===== src/rtl/sram_write_buffer.sv =====
// sram_write_buffer
//   Posted-store FIFO between the memory stage and the SRAM controller.
//   Stores are accepted in a single cycle and drained one at a time to the
//   SRAM controller, which may take several cycles per write. Pending store
//   data is forwarded to memory-stage reads, and cache-miss reads
//   (rd_pending) take priority over starting a new drain.
//
// Ports
//   CLK             in   clock, all state on rising edge
//   RST             in   asynchronous reset, active-low
//   wr_valid        in   store request from memory stage
//   wr_addr         in   store byte address (AW bits)
//   wr_data         in   store data (32 bits)
//   wr_ready        out  store accepted when wr_valid && wr_ready
//   fwd_addr        in   read address probed for forwarding
//   fwd_hit         out  a queued store matches fwd_addr word address
//   fwd_data        out  data of the newest matching queued store, else 0
//   rd_pending      in   cache controller wants the SRAM port for a read
//   sram_writeEn    out  write request to SRAM controller
//   sram_address    out  write address (head entry)
//   sram_writeData  out  write data (head entry)
//   SRAM_ready      in   one-cycle pulse: SRAM controller finished access
//   empty           out  no queued stores
//   full            out  buffer holds DEPTH stores
//
// FSM states
//   state | meaning
//   IDLE  | no write outstanding; start one when non-empty and no read pending
//   WRITE | sram_writeEn high for head entry; wait for SRAM_ready, then pop
module sram_write_buffer #(
    parameter int DEPTH = 4,
    parameter int AW    = 32
) (
    input  logic          CLK,
    input  logic          RST,
    input  logic          wr_valid,
    input  logic [AW-1:0] wr_addr,
    input  logic [31:0]   wr_data,
    output logic          wr_ready,
    input  logic [AW-1:0] fwd_addr,
    output logic          fwd_hit,
    output logic [31:0]   fwd_data,
    input  logic          rd_pending,
    output logic          sram_writeEn,
    output logic [AW-1:0] sram_address,
    output logic [31:0]   sram_writeData,
    input  logic          SRAM_ready,
    output logic          empty,
    output logic          full
);

    localparam int PW = $clog2(DEPTH);
    localparam int CW = PW + 1;

    typedef enum logic {
        IDLE  = 1'b0,
        WRITE = 1'b1
    } state_t;

    state_t          state_q;
    state_t          state_d;

    logic [AW-1:0]   mem_addr [DEPTH];
    logic [31:0]     mem_data [DEPTH];

    logic [PW-1:0]   head;
    logic [PW-1:0]   tail;
    logic [CW-1:0]   count;

    logic            push;
    logic            pop;
    logic [PW-1:0]   fwd_idx;

    // Byte-lane bits never take part in the forwarding compare.
    logic            unused_fwd_lsb;
    assign unused_fwd_lsb = ^fwd_addr[1:0];

    // Flags come from the registered count only, so a pop in the same cycle
    // never opens a slot for a push.
    assign full     = (count == CW'(DEPTH));
    assign empty    = (count == '0);
    assign wr_ready = !full;
    assign push     = wr_valid && !full;

    // Head entry is always presented; it cannot change during WRITE because
    // head only moves on pop and tail never lands on head while non-empty.
    assign sram_address   = mem_addr[head];
    assign sram_writeData = mem_data[head];

    always_ff @(posedge CLK or negedge RST) begin
        if (!RST) begin
            state_q <= IDLE;
        end else begin
            state_q <= state_d;
        end
    end

    always_comb begin
        state_d      = state_q;
        pop          = 1'b0;
        sram_writeEn = 1'b0;
        case (state_q)
            IDLE: begin
                if (!empty && !rd_pending) begin
                    state_d = WRITE;
                end
            end
            WRITE: begin
                sram_writeEn = 1'b1;
                if (SRAM_ready) begin
                    pop     = 1'b1;
                    state_d = IDLE;
                end
            end
            default: state_d = IDLE;
        endcase
    end

    always_ff @(posedge CLK or negedge RST) begin
        if (!RST) begin
            head  <= '0;
            tail  <= '0;
            count <= '0;
        end else begin
            if (push) begin
                tail <= tail + PW'(1);
            end
            if (pop) begin
                head <= head + PW'(1);
            end
            case ({push, pop})
                2'b10:   count <= count + CW'(1);
                2'b01:   count <= count - CW'(1);
                default: count <= count;
            endcase
        end
    end

    // Entry contents are deliberately left out of reset.
    always_ff @(posedge CLK) begin
        if (push) begin
            mem_addr[tail] <= wr_addr;
            mem_data[tail] <= wr_data;
        end
    end

    // Walk from oldest to youngest valid entry; a later match overrides an
    // earlier one, so the youngest matching store wins.
    always_comb begin
        fwd_hit  = 1'b0;
        fwd_data = '0;
        fwd_idx  = '0;
        for (int k = 0; k < DEPTH; k++) begin
            fwd_idx = head + PW'(k);
            if ((CW'(k) < count) &&
                (mem_addr[fwd_idx][AW-1:2] == fwd_addr[AW-1:2])) begin
                fwd_hit  = 1'b1;
                fwd_data = mem_data[fwd_idx];
            end
        end
    end

endmodule


===== config.mk =====
export PLATFORM = sky130hd
export DESIGN_NAME = sram_write_buffer
export DESIGN_NICKNAME = d
export VERILOG_FILES = /design/src/rtl/sram_write_buffer.sv
export SDC_FILE = /design/constraint.sdc
export NUM_CORES = 1
export LEC_CHECK = 0
export CAP_MARGIN = 20
export CORE_UTILIZATION = 35
export DETAILED_ROUTE_END_ITERATION = 12
export PLACE_DENSITY = 0.54
export RECOVER_POWER = 100
export SYNTH_ARGS = -nofsm -noshare
export SYNTH_HDL_FRONTEND = slang
export SYNTH_SLANG_ARGS = --single-unit

===== constraint.sdc =====
create_clock -name CLK -period 4.5 [get_ports CLK]
set_clock_uncertainty 0.2 [all_clocks]
set_input_delay 1.125 -clock CLK [delete_from_list [all_inputs] [get_ports CLK]]
set_output_delay 1.125 -clock CLK [all_outputs]
set_load 0.01 [all_outputs]

==> flow_summary.rst, run 1 <==
.. list-table::
   :header-rows: 1

   * - Metric
     - Value
   * - Synthesized net count
     - 1578
   * - Wire length of the first global-routing pass
     - between 80000 and 90000 µm
   * - Terminating pin of the worst hold path
     - state_q$_DFF_PN0_
   * - Transition time at the pin with the least slew margin
     - roughly 1.8 ns
   * - Biggest fanout along the worst timing path
     - 11
   * - Clock tree from TritonCTS
     - built
   * - Buffers on Ports
     - approximately 200
   * - Number of iterations in the first detailed-routing pass
     - 5
   * - Post-synthesis area per instance
     - about 12 µm²
   * - Layout-stage area growth over the synthesis result
     - 41.7%
   * - Highest cell delay on the worst timing path
     - about 0.5 ns
   * - Initial DRC count
     - ~1100
   * - Required time at the endpoint of the critical path
     - 3.17 ns
   * - Maximum clock path buffer count
     - 3
   * - Primary flip-flop cell chosen by synthesis mapping
     - sky130_fd_sc_hd__edfxtp_1
   * - Final global-route overflow total
     - 0
   * - Run status
     - finished, violations left
   * - Per-cell via count in the routed design
     - approximately 5.5
   * - CP top delay family
     - buffers and inverters
   * - Switching pwr
     - 6130 µW
   * - Average wire per standard cell
     - ~22 µm
   * - Final worst-path cycle share
     - 1.22
   * - Hold bufs inserted after CTS
     - 0
   * - Critical Path End Type
     - output port
   * - FF-to-FF setup slack
     - 0.56 ns
   * - FP Rows
     - 80
   * - Max Freq
     - 183 MHz
   * - Final Hold Slack
     - 0.313 ns
   * - Synth async-reset ratio
     - 0.0303
   * - PnR Total Power
     - about 16000 µW
   * - Number of synthesized flops with an enable pin
     - 256
   * - Flip-flop and latch count after synthesis
     - 264
   * - Worst-Skew Late Latency
     - 0.54 ns
   * - Die height
     - ~220 µm
   * - Gr usage total
     - 0.228
   * - Cell Pwr Density
     - about 660 mW/mm²
   * - Clock Root Buffer
     - sky130_fd_sc_hd__clkbuf_16
   * - Leakage power total
     - a little over 0.009 µW
   * - Last weighted congestion value of the routability-driven placer
     - 0.936
   * - Netlist area before placement
     - between 0.015 and 0.02 mm²
   * - Number of primary I/O pins
     - 202
   * - Antenna-violating nets left
     - 0
   * - Cell taking the most area after synthesis
     - sky130_fd_sc_hd__edfxtp_1
   * - Final layout net count
     - ~2100
   * - Synth Warn #
     - 0
   * - Commonest non-fill, non-tap cell in the layout
     - sky130_fd_sc_hd__buf_4
   * - Critical path class
     - flip-flop to output port
   * - Minimum period implied by the final worst setup slack
     - around 5.5 ns
   * - Critical register-to-register path endpoint
     - mem_addr[0][20]$_DFFE_PP_
   * - Initial cell density of the core
     - 0.355
   * - Category of the worst setup path launch point
     - flip-flop
   * - Clock sink count
     - between 200 and 300
   * - Cell Int Power
     - 9710 µW
   * - Highest-count cells in the layout ignoring fill and taps
     - sky130_fd_sc_hd__buf_4 (300), sky130_fd_sc_hd__edfxtp_1 (256), sky130_fd_sc_hd__mux2i_1 (191), sky130_fd_sc_hd__nand2_1 (155), sky130_fd_sc_hd__a21oi_1 (107)
   * - Net switching fraction of the power
     - 0.387
   * - Worst Setup Slack, final
     - -0.973 ns
   * - Cts bufs inserted
     - 34
   * - Post-route cell area
     - about 0.024 mm²
   * - Antenna violations before repair
     - 10
   * - Comb power frac
     - 0.615
   * - Number of hold violations in the final report
     - 0
   * - Min-Delay Path Class
     - flip-flop to flip-flop
   * - Die ar.
     - 0.0494 mm²
   * - Std-Cell Core Area
     - around 0.048 mm²
   * - Seq/Total Area, Yosys
     - 0.464
   * - Failing checks
     - max-capacitance violations, max-slew violations, negative setup slack
   * - DP Worst Slack
     - -1.48 ns
   * - Worst min-delay path startpoint
     - state_q$_DFF_PN0_
   * - Fraction of layout cells with a size suffix above 1
     - 0.330
   * - Die Width
     - between 200 and 250 µm
   * - Most common cell on crit path
     - sky130_fd_sc_hd__buf_12
   * - Max H-tree Level
     - 2
   * - Maximum number of pins on one net before global-route repair
     - 94
   * - Synth unique cells
     - 54
   * - Cells along the critical path
     - buf_12 > buf_12 > bufbuf_16 > mux2i_4 > mux2i_1 > xnor2_1 > nand4_1 > nor4b_4 > buf_4 > and2_4 > buf_12 > buf_6 > mux2i_1 > a221o_1 > a32o_2 > buf_6
   * - Clock share of power
     - 0.162
   * - Post-CTS clock slew at the launch and capture registers of the worst setup and hold paths
     - roughly 0.060 ns
   * - Highest-delay cell along the critical path
     - sky130_fd_sc_hd__dfrtp_4
   * - Reg2reg path depth
     - 6
   * - Placed Area
     - approximately 0.022 mm²
   * - Cell count after synthesis
     - between 1000 and 1500
   * - Top area cells in the synthesized netlist
     - sky130_fd_sc_hd__edfxtp_1 (45%), sky130_fd_sc_hd__mux2i_1 (13%), sky130_fd_sc_hd__mux4_2 (5.0%), sky130_fd_sc_hd__mux2_2 (5.0%), sky130_fd_sc_hd__xnor2_1 (3.5%)
   * - Launch instance of the worst register-to-register path
     - count[0]$_DFFE_PN0P_
   * - Remaining DRCs
     - 0
   * - Final wirelength
     - 56800 µm
   * - Total number of vias
     - ~14000
   * - Arr. time, crit path
     - between 4 and 5 ns
   * - RSZ-0062 raised after global routing
     - yes
   * - Number of slew-limit violations in the final report
     - just over 70
   * - Via count of the first global-routing pass
     - 14185
   * - Sequential cell fraction of total power
     - 0.224
   * - Final design utilization
     - 0.503
   * - Total of endpoints with negative setup slack in the final report
     - 33
   * - Proportion of netlist area held by the largest area contributor
     - 0.453
   * - CP Buf/Inv Count
     - 7
   * - Number of cells on the worst hold path
     - 2
   * - Relative slew slack
     - -0.184
   * - Max Cap Violations
     - 3
   * - Worst VDD drop
     - 0.000359 V
   * - HPWL reported at the end of detailed placement
     - around 38000 µm
==> worst max-delay path by stage <==
stage,from,endpoint,slack [ns],cells after the start
CTS,head[0]$_DFFE_PN0P_,fwd_data[5],-1.05,16
global route,head[1]$_DFFE_PN0P_,fwd_data[25],-1.11,16
global placement,fwd_addr[21],fwd_data[31],-1.47,12
finish,head[1]$_DFFE_PN0P_,fwd_data[3],-0.97,16
floorplan,fwd_addr[11],fwd_data[10],-0.22,11
detailed placement,fwd_addr[23],fwd_data[1],-1.48,13
==> power groups by stage <==
stage | sequential [µW] | clock, µW | combinational [µW]
6_report | 3540 | 2560 | 9740
5_1_grt | 3600 | 2710 | 10400
4_1_cts | 3520 | 2640 | 9580
3_5_place_dp | 3560 | 0 | 8930
3_3_place_gp | 3530 | 0 | 8870
2_1_floorplan | 3500 | 0 | 5190
==> synth_stat cells, types with 3 or more instances <==
cell and number:
sky130_fd_sc_hd__edfxtp_1 256, sky130_fd_sc_hd__mux2i_1 214, sky130_fd_sc_hd__nand2_1 156, sky130_fd_sc_hd__a21oi_1 107
sky130_fd_sc_hd__o21ai_0 81, sky130_fd_sc_hd__mux2_2 75, sky130_fd_sc_hd__xnor2_1 67, sky130_fd_sc_hd__clkbuf_1 56
sky130_fd_sc_hd__xor2_1 50, sky130_fd_sc_hd__nor2_1 47, sky130_fd_sc_hd__mux4_2 38, sky130_fd_sc_hd__buf_2 35
sky130_fd_sc_hd__a221o_1 30, sky130_fd_sc_hd__a32o_1 30, sky130_fd_sc_hd__a41oi_1 30, sky130_fd_sc_hd__nand4_1 24
sky130_fd_sc_hd__buf_1 22, sky130_fd_sc_hd__inv_1 15, sky130_fd_sc_hd__nor3_1 13, sky130_fd_sc_hd__buf_4 9
sky130_fd_sc_hd__buf_6 9, sky130_fd_sc_hd__ha_1 9, sky130_fd_sc_hd__nand3_1 9, sky130_fd_sc_hd__nor4_1 9
sky130_fd_sc_hd__and2_1 8, sky130_fd_sc_hd__dfrtp_1 8, sky130_fd_sc_hd__and3_1 6, sky130_fd_sc_hd__nor2b_1 5
sky130_fd_sc_hd__o22ai_1 5, sky130_fd_sc_hd__a31oi_1 4, sky130_fd_sc_hd__a221oi_1 3, sky130_fd_sc_hd__a22oi_1 3
sky130_fd_sc_hd__o221ai_1 3
==> cell families (layout without fill, tap and decap cells) <==
kind of cell,Yosys count,after routing,share of synthesized area
xor+xnor,117,117,0.0603
other cells,0,2,0
compound gates,313,313,0.122
simple gates,290,290,0.0784
buf+inv,147,649,0.0410
mux,328,328,0.227
fa+ha+maj,9,9,0.00663
flops,264,264,0.464
==> area by class of cell <==
cell class	count	area, µm²
fillers	4280	23800
inverters	16	72.6
flip-flops and latches	264	7900
well taps	615	769
repair buffers	575	5380
repair inverters	1	8.76
multi-input cells	1057	8910
clock buffers	43	948
clock inverters	14	91.3
diodes	2	5.00
==> worst register-to-register path, cell delays in order (launching register included) <==
cell	delay [ns]
sky130_fd_sc_hd__dfrtp_1	0.46
sky130_fd_sc_hd__inv_1	0.08
sky130_fd_sc_hd__clkbuf_1	0.12
sky130_fd_sc_hd__ha_1	0.20
sky130_fd_sc_hd__nand2_1	0.16
sky130_fd_sc_hd__and3_1	1.38
sky130_fd_sc_hd__clkbuf_4	0.93
==> layer usage <==
| metal | vias up | track usage | wire length (µm) |
|---|---|---|---|
| met1 | 7011 | 0.310 | 25600 |
| met4 | 10 | 0.0674 | 1310 |
| met5 | - | 0 | 69 |
| met3 | 83 | 0.0432 | 3430 |
| li1 | 6612 | - | - |
| met2 | 435 | 0.366 | 26500 |
==> through the flow <==
step / TNS [ns] / cells
CTS: -32.35 / 2575
floorplan: -6.36 / 1468
global route: -35.48 / 2585
finish: -30.74 / 2587
global placement: -47.06 / 2453
detailed placement: -46.79 / 2453
==> state kept, by name (all words and copies together), names as in the netlist <==
name / flops
state_q: 1
head: 2
count: 3
mem_addr: 128
tail: 2
mem_data: 128
==> timing repair <==
action	4_1_cts	5_1_grt
gates cloned	9	1
gates resized for setup	260	55
setup endpoints to repair	52	47
setup buffers	56	17
pin swaps	57	50
(Power assumes the default switching activity.)
==> inputs of run 2 (changes only) <==
- PLACE_DENSITY: 0.54 -> 0.52
- clock period: 4.5 -> 5.47 ns (I/O delays scaled with it)
==> run 2 against run 1 <==
  * The flow still finishes with violations (max-capacitance violations, max-slew violations, negative setup slack)
  * Clock power decreased by 15%
  * Global-route usage is 0.25 points lower
  * Setup slack improved by 0.67 ns
  * Routed wire length fell by 1.6%
  * Cell area down 3.8%
  * Flip-flop and latch count stayed put
  * Clock-buffer cell count decreased by 3
  * Critical endpoint is now fwd_data[29]
  * Largest power group unchanged
  * Highest routed layer unchanged
==> flow_summary.rst, run 2 (synthesized netlist as in run 1, its figures left out) <==
.. list-table::
   :header-rows: 1

   * - Metric
     - Value
   * - Number of primary I/O pins
     - 202 (unchanged)
   * - Leakage power total
     - 0.00869 µW (-6.0%)
   * - Die height
     - 222 µm (unchanged)
   * - Reg2reg path depth
     - 5 (-1)
   * - Cell Int Power
     - 7470 µW (-23%)
   * - Max Freq
     - approximately 170 MHz
   * - Worst VDD drop
     - 0.000340 V (-5.3%)
   * - Total of endpoints with negative setup slack in the final report
     - 32 (-3.0%)
   * - Run status
     - finished, violations left
   * - Fraction of layout cells with a size suffix above 1
     - 0.289 (-0.0411)
   * - Min-Delay Path Class
     - flip-flop to flip-flop
   * - Antenna violations before repair
     - 9 (-1)
   * - HPWL reported at the end of detailed placement
     - 36900 µm (-3.1%)
   * - Final Hold Slack
     - 0.305 ns (-0.00833 ns)
   * - Number of hold violations in the final report
     - 0 (unchanged)
   * - Switching pwr
     - 4930 µW (-20%)
   * - Clock Root Buffer
     - sky130_fd_sc_hd__clkbuf_16
   * - Biggest regs
     - mem_addr: 128 flops, mem_data: 128 flops, count: 3 flops
   * - Max Cap Violations
     - 4 (+1)
   * - Highest-count cells in the layout ignoring fill and taps
     - sky130_fd_sc_hd__edfxtp_1 (256), sky130_fd_sc_hd__mux2i_1 (196), sky130_fd_sc_hd__buf_4 (182), sky130_fd_sc_hd__nand2_1 (155), sky130_fd_sc_hd__a21oi_1 (107)
   * - Cell Pwr Density
     - 535 mW/mm² (-19%)
   * - Final wirelength
     - 55900 µm (-1.6%)
   * - Std-Cell Core Area
     - 0.0478 mm² (unchanged)
   * - FP Rows
     - 80 (unchanged)
   * - Minimum period implied by the final worst setup slack
     - 5.78 ns
   * - Layout-stage area growth over the synthesis result
     - 36.3%
   * - Die ar.
     - 0.0494 mm² (unchanged)
   * - Category of the worst setup path launch point
     - input port
   * - Relative slew slack
     - -0.520 (-0.336)
   * - Worst-Skew Late Latency
     - 0.53 ns (about the same)
   * - Via count of the first global-routing pass
     - 13811 (-2.6%)
   * - Antenna-violating nets left
     - 0 (unchanged)
   * - Initial cell density of the core
     - 0.355 (unchanged)
   * - Clock tree from TritonCTS
     - built
   * - Remaining DRCs
     - 0 (unchanged)
   * - Global routing met3 resource utilization
     - 0.0336 (-0.00965)
   * - Die Width
     - 222 µm (unchanged)
   * - Gr usage total
     - 0.225 (-0.00248)
   * - Final layout net count
     - 1931 (-6.2%)
   * - Arr. time, crit path
     - 4.21 ns (+0.06 ns)
   * - Wire length of the first global-routing pass
     - 84400 µm (-1.0%)
   * - Maximum number of pins on one net before global-route repair
     - 198 (+110%)
   * - Met2 Track Usage GR
     - 0.366 (about the same)
   * - Maximum clock path buffer count
     - 3 (unchanged)
   * - Commonest non-fill, non-tap cell in the layout
     - sky130_fd_sc_hd__edfxtp_1
   * - Biggest fanout along the worst timing path
     - 7 (-4)
   * - Number of slew-limit violations in the final report
     - 125 (+76%)
   * - Final worst-path cycle share
     - 1.06
   * - Sequential standard cell area
     - 0.00790 mm² (unchanged)
   * - Critical path class
     - input port to output port
   * - Worst Setup Slack, final
     - -0.306 ns (+0.667 ns)
   * - RSZ-0062 raised after global routing
     - yes
   * - Hold bufs inserted after CTS
     - 0 (unchanged)
   * - Area of the multi-input gates
     - 0.00887 mm² (-0.41%)
   * - Placed Area
     - 0.0210 mm² (-3.5%)
   * - Layout fillers
     - 4315 (+0.82%)
   * - Total number of vias
     - 13683 (-3.3%)
   * - Transition time at the pin with the least slew margin
     - 2.28 ns (+0.504 ns)
   * - Net switching fraction of the power
     - 0.397 (+0.0101)
   * - Post-route cell area
     - 0.0232 mm² (-3.8%)
   * - Required time at the endpoint of the critical path
     - 3.90 ns (+0.73 ns)
   * - Critical Path End Type
     - output port
   * - Buffers on Ports
     - 199 (unchanged)
   * - Sequential cell fraction of total power
     - 0.235 (+0.011)
   * - Clock share of power
     - 0.176 (+0.014)
   * - Layer carrying the most global-route usage
     - met2
   * - Average wire per standard cell
     - 22.7 µm (+3.3%)
   * - Max H-tree Level
     - 2 (unchanged)
   * - Initial DRC count
     - 1005 (-7.1%)
   * - Global routing usage on met1
     - 0.312 (+0.00147)
   * - Number of cells on the worst hold path
     - 2 (unchanged)
   * - Number of iterations in the first detailed-routing pass
     - 5 (unchanged)
   * - Comb power frac
     - 0.589 (-0.026)
   * - Last weighted congestion value of the routability-driven placer
     - 0.958 (+2.3%)
   * - Per-cell via count in the routed design
     - 5.55 (+1.5%)
   * - Clock sink count
     - 264 (unchanged)
   * - Failing checks
     - max-capacitance violations, max-slew violations, negative setup slack
   * - Post-CTS clock slew at the launch and capture registers of the worst setup and hold paths
     - 0.05 ns (about the same)
   * - Final global-route overflow total
     - 0 (unchanged)
   * - Cts bufs inserted
     - 34 (unchanged)
==> run 2: changes by cell type in the layout (fill, tap and decap cells not counted), sizes merged <==
cell / previous run / this run
clkdlybuf4s15: 0 / 1
bufinv: 1 / 3
diode: 2 / 5
dlygate4sd3: 70 / 94
buf: 397 / 277
clkbuf: 53 / 50
clkdlybuf4s50: 90 / 47
clkinvlp: 1 / 4
dlygate4sd2: 6 / 17
==> run 2: cell type report <==
type,count,area share
inverters,16,0.00313
multi-input cells,1057,0.383
well taps,615,0.0332
diodes,5,0.000540
clock buffers,40,0.0377
repair buffers,448,0.192
clock inverters,20,0.00865
flip-flops and latches,264,0.341
==> run 2: path summary, 6_finish.rpt <==
kind / slack [ns] / end / from
min in group asynchronous: 0.99 / head[1]$_DFFE_PN0P_ / RST
worst max-delay path: -0.31 / fwd_data[29] / fwd_addr[6]
worst max register to register: 1.17 / mem_data[3][2]$_DFFE_PP_ / count[0]$_DFFE_PN0P_
worst min-delay path: 0.30 / state_q$_DFF_PN0_ / state_q$_DFF_PN0_
max in group asynchronous: 3.74 / head[0]$_DFFE_PN0P_ / RST
worst min register to register: 0.30 / state_q$_DFF_PN0_ / state_q$_DFF_PN0_
==> run 2: power by group through the flow <==
stage	clock [µW]	sequential, µW	combinational, µW
6_report	2180	2920	7300
5_1_grt	2290	2960	7850
4_1_cts	2230	2890	7330
3_5_place_dp	0	2960	6860
3_3_place_gp	0	2950	6790
2_1_floorplan	0	2880	4260
==> run 2: critical path, stage by stage <==
cell and delay (ns):
sky130_fd_sc_hd__buf_6 0.10, sky130_fd_sc_hd__xor2_2 0.18, sky130_fd_sc_hd__buf_6 0.14, sky130_fd_sc_hd__nand4_1 0.13, sky130_fd_sc_hd__o32a_1 0.43, sky130_fd_sc_hd__nor4_4 0.36
sky130_fd_sc_hd__buf_4 0.21, sky130_fd_sc_hd__and2_4 0.21, sky130_fd_sc_hd__buf_12 0.12, sky130_fd_sc_hd__buf_12 0.13, sky130_fd_sc_hd__mux2i_1 0.09, sky130_fd_sc_hd__a221o_1 0.32
sky130_fd_sc_hd__a32o_2 0.28, sky130_fd_sc_hd__buf_6 0.12
==> run 2: layer usage <==
layer,vias up,wire length [µm]
met5,-,46
met4,8,1180
met3,93,3110
met2,398,26400
met1,6822,25200
li1,6362,-
==> run 2: what timing repair did <==
| item | 4_1_cts | 5_1_grt |
|---|---|---|
| buffers inserted | 31 | 8 |
| endpoints found under the setup margin | 33 | 33 |
| cloned | 11 | 1 |
| gates resized for setup | 292 | 28 |
| pin swaps | 61 | 17 |
==> run 2: stage by stage <==
| step | utilization | total power, µW | setup slack (ns) | setup TNS, ns | std cells |
|---|---|---|---|---|---|
| finish | 0.484 | 12400 | -0.306 | -7.63 | 2465 |
| global route | 0.484 | 13100 | -0.440 | -12.17 | 2462 |
| CTS | 0.481 | 12500 | -0.235 | -5.89 | 2452 |
| detailed placement | 0.438 | 9830 | -1.27 | -33.48 | 2351 |
| global placement | 0.438 | 9740 | -1.24 | -33.16 | 2351 |
| floorplan | - | 7140 | 0.0907 | 0 | 1468 |
==> inputs of run 3 (changes only) <==
- SKIP_CTS_REPAIR_TIMING: default -> 1
==> run 3 against run 2 <==
  * The run still ends with max-capacitance violations, max-slew violations, negative setup slack left
  * Via count grew 0.15%
  * Clock power about the same
  * First-iteration DRC count is 8.2% higher
  * Combinational power hardly changed
  * Power shrank 0.17%
  * Register-to-register slack barely moved
  * Critical endpoint is now fwd_data[17]
  * Highest routed layer unchanged
==> flow_summary.rst, run 3 (synthesized netlist as in run 1, its figures left out) <==
.. list-table::
   :header-rows: 1

   * - Metric
     - Value
   * - CP Buf/Inv Count
     - 6 (unchanged)
   * - Number of cells on the worst hold path
     - 2 (unchanged)
   * - FP Rows
     - 80 (unchanged)
   * - Die ar.
     - 0.0494 mm² (unchanged)
   * - RSZ-0062 raised after global routing
     - yes
   * - Minimum period implied by the final worst setup slack
     - 5.76 ns (-0.0146 ns)
   * - Worst Setup Slack, final
     - -0.291 ns (+0.0146 ns)
   * - CP top delay family
     - buffers and inverters
   * - Launch instance of the worst register-to-register path
     - count[0]$_DFFE_PN0P_
   * - Std-Cell Core Area
     - 0.0478 mm² (unchanged)
   * - Critical path class
     - input port to output port
   * - Terminating pin of the worst hold path
     - state_q$_DFF_PN0_
   * - Reg2reg path depth
     - 5 (unchanged)
   * - Highest-delay cell along the critical path
     - sky130_fd_sc_hd__clkdlybuf4s50_1
   * - Initial cell density of the core
     - 0.355 (unchanged)
   * - Critical register-to-register path endpoint
     - mem_addr[0][14]$_DFFE_PP_
   * - HPWL reported at the end of detailed placement
     - 36900 µm (unchanged)
   * - Last weighted congestion value of the routability-driven placer
     - 0.958 (unchanged)
   * - Finished Layout Cells
     - 2468 (+0.12%)
   * - Total of endpoints with negative setup slack in the final report
     - 31 (-3.1%)
   * - Final global-route overflow total
     - 0 (unchanged)
   * - Cells along the critical path
     - clkdlybuf4s50_1 > xnor2_1 > nand4_1 > nor4b_4 > buf_4 > and2_4 > buf_6 > clkbuf_16 > buf_4 > mux2i_1 > a221o_1 > a32o_2 > buf_6
   * - Number of iterations in the first detailed-routing pass
     - 6 (+1)
   * - Clock sink count
     - 264 (unchanged)
   * - Cts bufs inserted
     - 34 (unchanged)
   * - Initial DRC count
     - 1087 (+8.2%)
   * - Min-Delay Path Class
     - flip-flop to flip-flop
   * - Buffers on Ports
     - 199 (unchanged)
   * - Biggest regs
     - mem_addr: 128 flops, mem_data: 128 flops, count: 3 flops
   * - Failing checks
     - max-capacitance violations, max-slew violations, negative setup slack
   * - Leakage power total
     - 0.00921 µW (+6.0%)
   * - Max Freq
     - 174 MHz (+0.25%)
   * - Per-cell via count in the routed design
     - 5.55 (about the same)
   * - Maximum number of pins on one net before global-route repair
     - 198 (unchanged)
   * - Cell Pwr Density
     - 532 mW/mm² (-0.58%)
   * - Clock tree from TritonCTS
     - built
   * - Category of the worst setup path launch point
     - input port
   * - Via count of the first global-routing pass
     - 13381 (-3.1%)
   * - Transition time at the pin with the least slew margin
     - 2.26 ns (-0.0215 ns)
   * - Gr usage total
     - 0.213 (-0.0123)
   * - Final layout net count
     - 1936 (+0.26%)
   * - Number of primary I/O pins
     - 202 (unchanged)
   * - Run status
     - finished, violations left
   * - Layout-stage area growth over the synthesis result
     - 36.8%
   * - Worst min-delay path startpoint
     - state_q$_DFF_PN0_
   * - Max Cap Violations
     - 4 (unchanged)
   * - Maximum clock path buffer count
     - 3 (unchanged)
   * - Final wirelength
     - 55800 µm (-0.31%)
   * - Die Width
     - 222 µm (unchanged)
   * - Highest-count cells in the layout ignoring fill and taps
     - sky130_fd_sc_hd__edfxtp_1 (256), sky130_fd_sc_hd__mux2i_1 (197), sky130_fd_sc_hd__buf_4 (189), sky130_fd_sc_hd__nand2_1 (155), sky130_fd_sc_hd__dlygate4sd3_1 (109)
   * - Cell count after placement
     - 2351 (unchanged)
   * - Post-CTS clock slew at the launch and capture registers of the worst setup and hold paths
     - 0.05 ns (about the same)
   * - Commonest non-fill, non-tap cell in the layout
     - sky130_fd_sc_hd__edfxtp_1
   * - Relative slew slack
     - -0.506 (+0.0143)
   * - Wire length of the first global-routing pass
     - 80200 µm (-5.0%)
   * - Worst-Skew Late Latency
     - 0.53 ns (about the same)
   * - Arr. time, crit path
     - 4.19 ns (-0.02 ns)
   * - Critical Path End Type
     - output port
   * - Average wire per standard cell
     - 22.6 µm (-0.43%)
   * - Remaining DRCs
     - 0 (unchanged)
   * - Die height
     - 222 µm (unchanged)
   * - Antenna violations before repair
     - 9 (unchanged)
   * - Worst VDD drop
     - 0.000346 V (+1.8%)
   * - Final worst-path cycle share
     - 1.05 (-0.00266)
   * - Fraction of layout cells with a size suffix above 1
     - 0.270 (-0.0186)
   * - Antenna-violating nets left
     - 0 (unchanged)
   * - Biggest fanout along the worst timing path
     - 7 (unchanged)
   * - Number of hold violations in the final report
     - 0 (unchanged)
   * - Final design utilization
     - 0.486 (+0.00201)
   * - Highest cell delay on the worst timing path
     - 0.49 ns (+0.06 ns)
   * - Required time at the endpoint of the critical path
     - 3.90 ns (about the same)
   * - Total number of vias
     - 13704 (+0.15%)
   * - Clock Root Buffer
     - sky130_fd_sc_hd__clkbuf_16
   * - Number of slew-limit violations in the final report
     - 125 (unchanged)
   * - FF-to-FF setup slack
     - 1.18 ns (about the same)
   * - Max H-tree Level
     - 2 (unchanged)
## run 3: tightest hold or removal path, stage by stage (launching register included)
cell,delay (ns)
sky130_fd_sc_hd__dfrtp_1,0.35
sky130_fd_sc_hd__nor2_1,0.05
sky130_fd_sc_hd__nor2_1,0.07
## run 3: final cells by class
cell class | count | area, µm²
tap | 615 | 769
fill | 4296 | 24600
clock inverter | 20 | 200
antenna | 3 | 7.51
clock buffer | 40 | 873
sequential | 264 | 7900
multi-input combinational | 1057 | 8850
timing repair buffer | 453 | 4580
inverter | 16 | 67.6
## run 3: how the worst max path moves through the flow
stage                              startpoint           end  depth (start not counted)
after floorplan                  fwd_addr[11]  fwd_data[10]                         11
after global placement            fwd_addr[6]  fwd_data[31]                         12
after detailed placement          fwd_addr[6]  fwd_data[31]                         12
after CTS                         fwd_addr[6]  fwd_data[31]                         12
after global routing      head[1]$_DFFE_PN0P_  fwd_data[17]                         17
final                            fwd_addr[25]  fwd_data[17]                         13
## run 3: per-stage QoR
| stage | worst slack, ns | total power, µW | area [µm²] | hold WS (ns) | TNS (ns) |
|---|---|---|---|---|---|
| 5_1_grt | -0.401 | 13100 | 23200 | 0.400 | -10.89 |
| 3_5_place_dp | -1.27 | 9830 | 21000 | 0.308 | -33.48 |
| 6_report | -0.291 | 12400 | 23200 | 0.305 | -7.03 |
| 4_1_cts | -1.29 | 12100 | 22000 | 0.318 | -33.87 |
| 2_1_floorplan | 0.0907 | 7140 | 17000 | 0.314 | 0 |
| 3_3_place_gp | -1.24 | 9740 | 21000 | 0.301 | -33.16 |
## run 3: layer usage
| layer | routed length [µm] | global-route usage |
|---|---|---|
| met5 | 42 | 0 |
| met1 | 24900 | 0.292 |
| met4 | 1170 | 0.0571 |
| met2 | 26400 | 0.349 |
| met3 | 3250 | 0.0315 |
## run 3: where the power goes
part	switching [µW]	total [µW]	internal, µW
Combinational	3830	7280	3450
Clock	882	2170	1290
Sequential	212	2920	2710
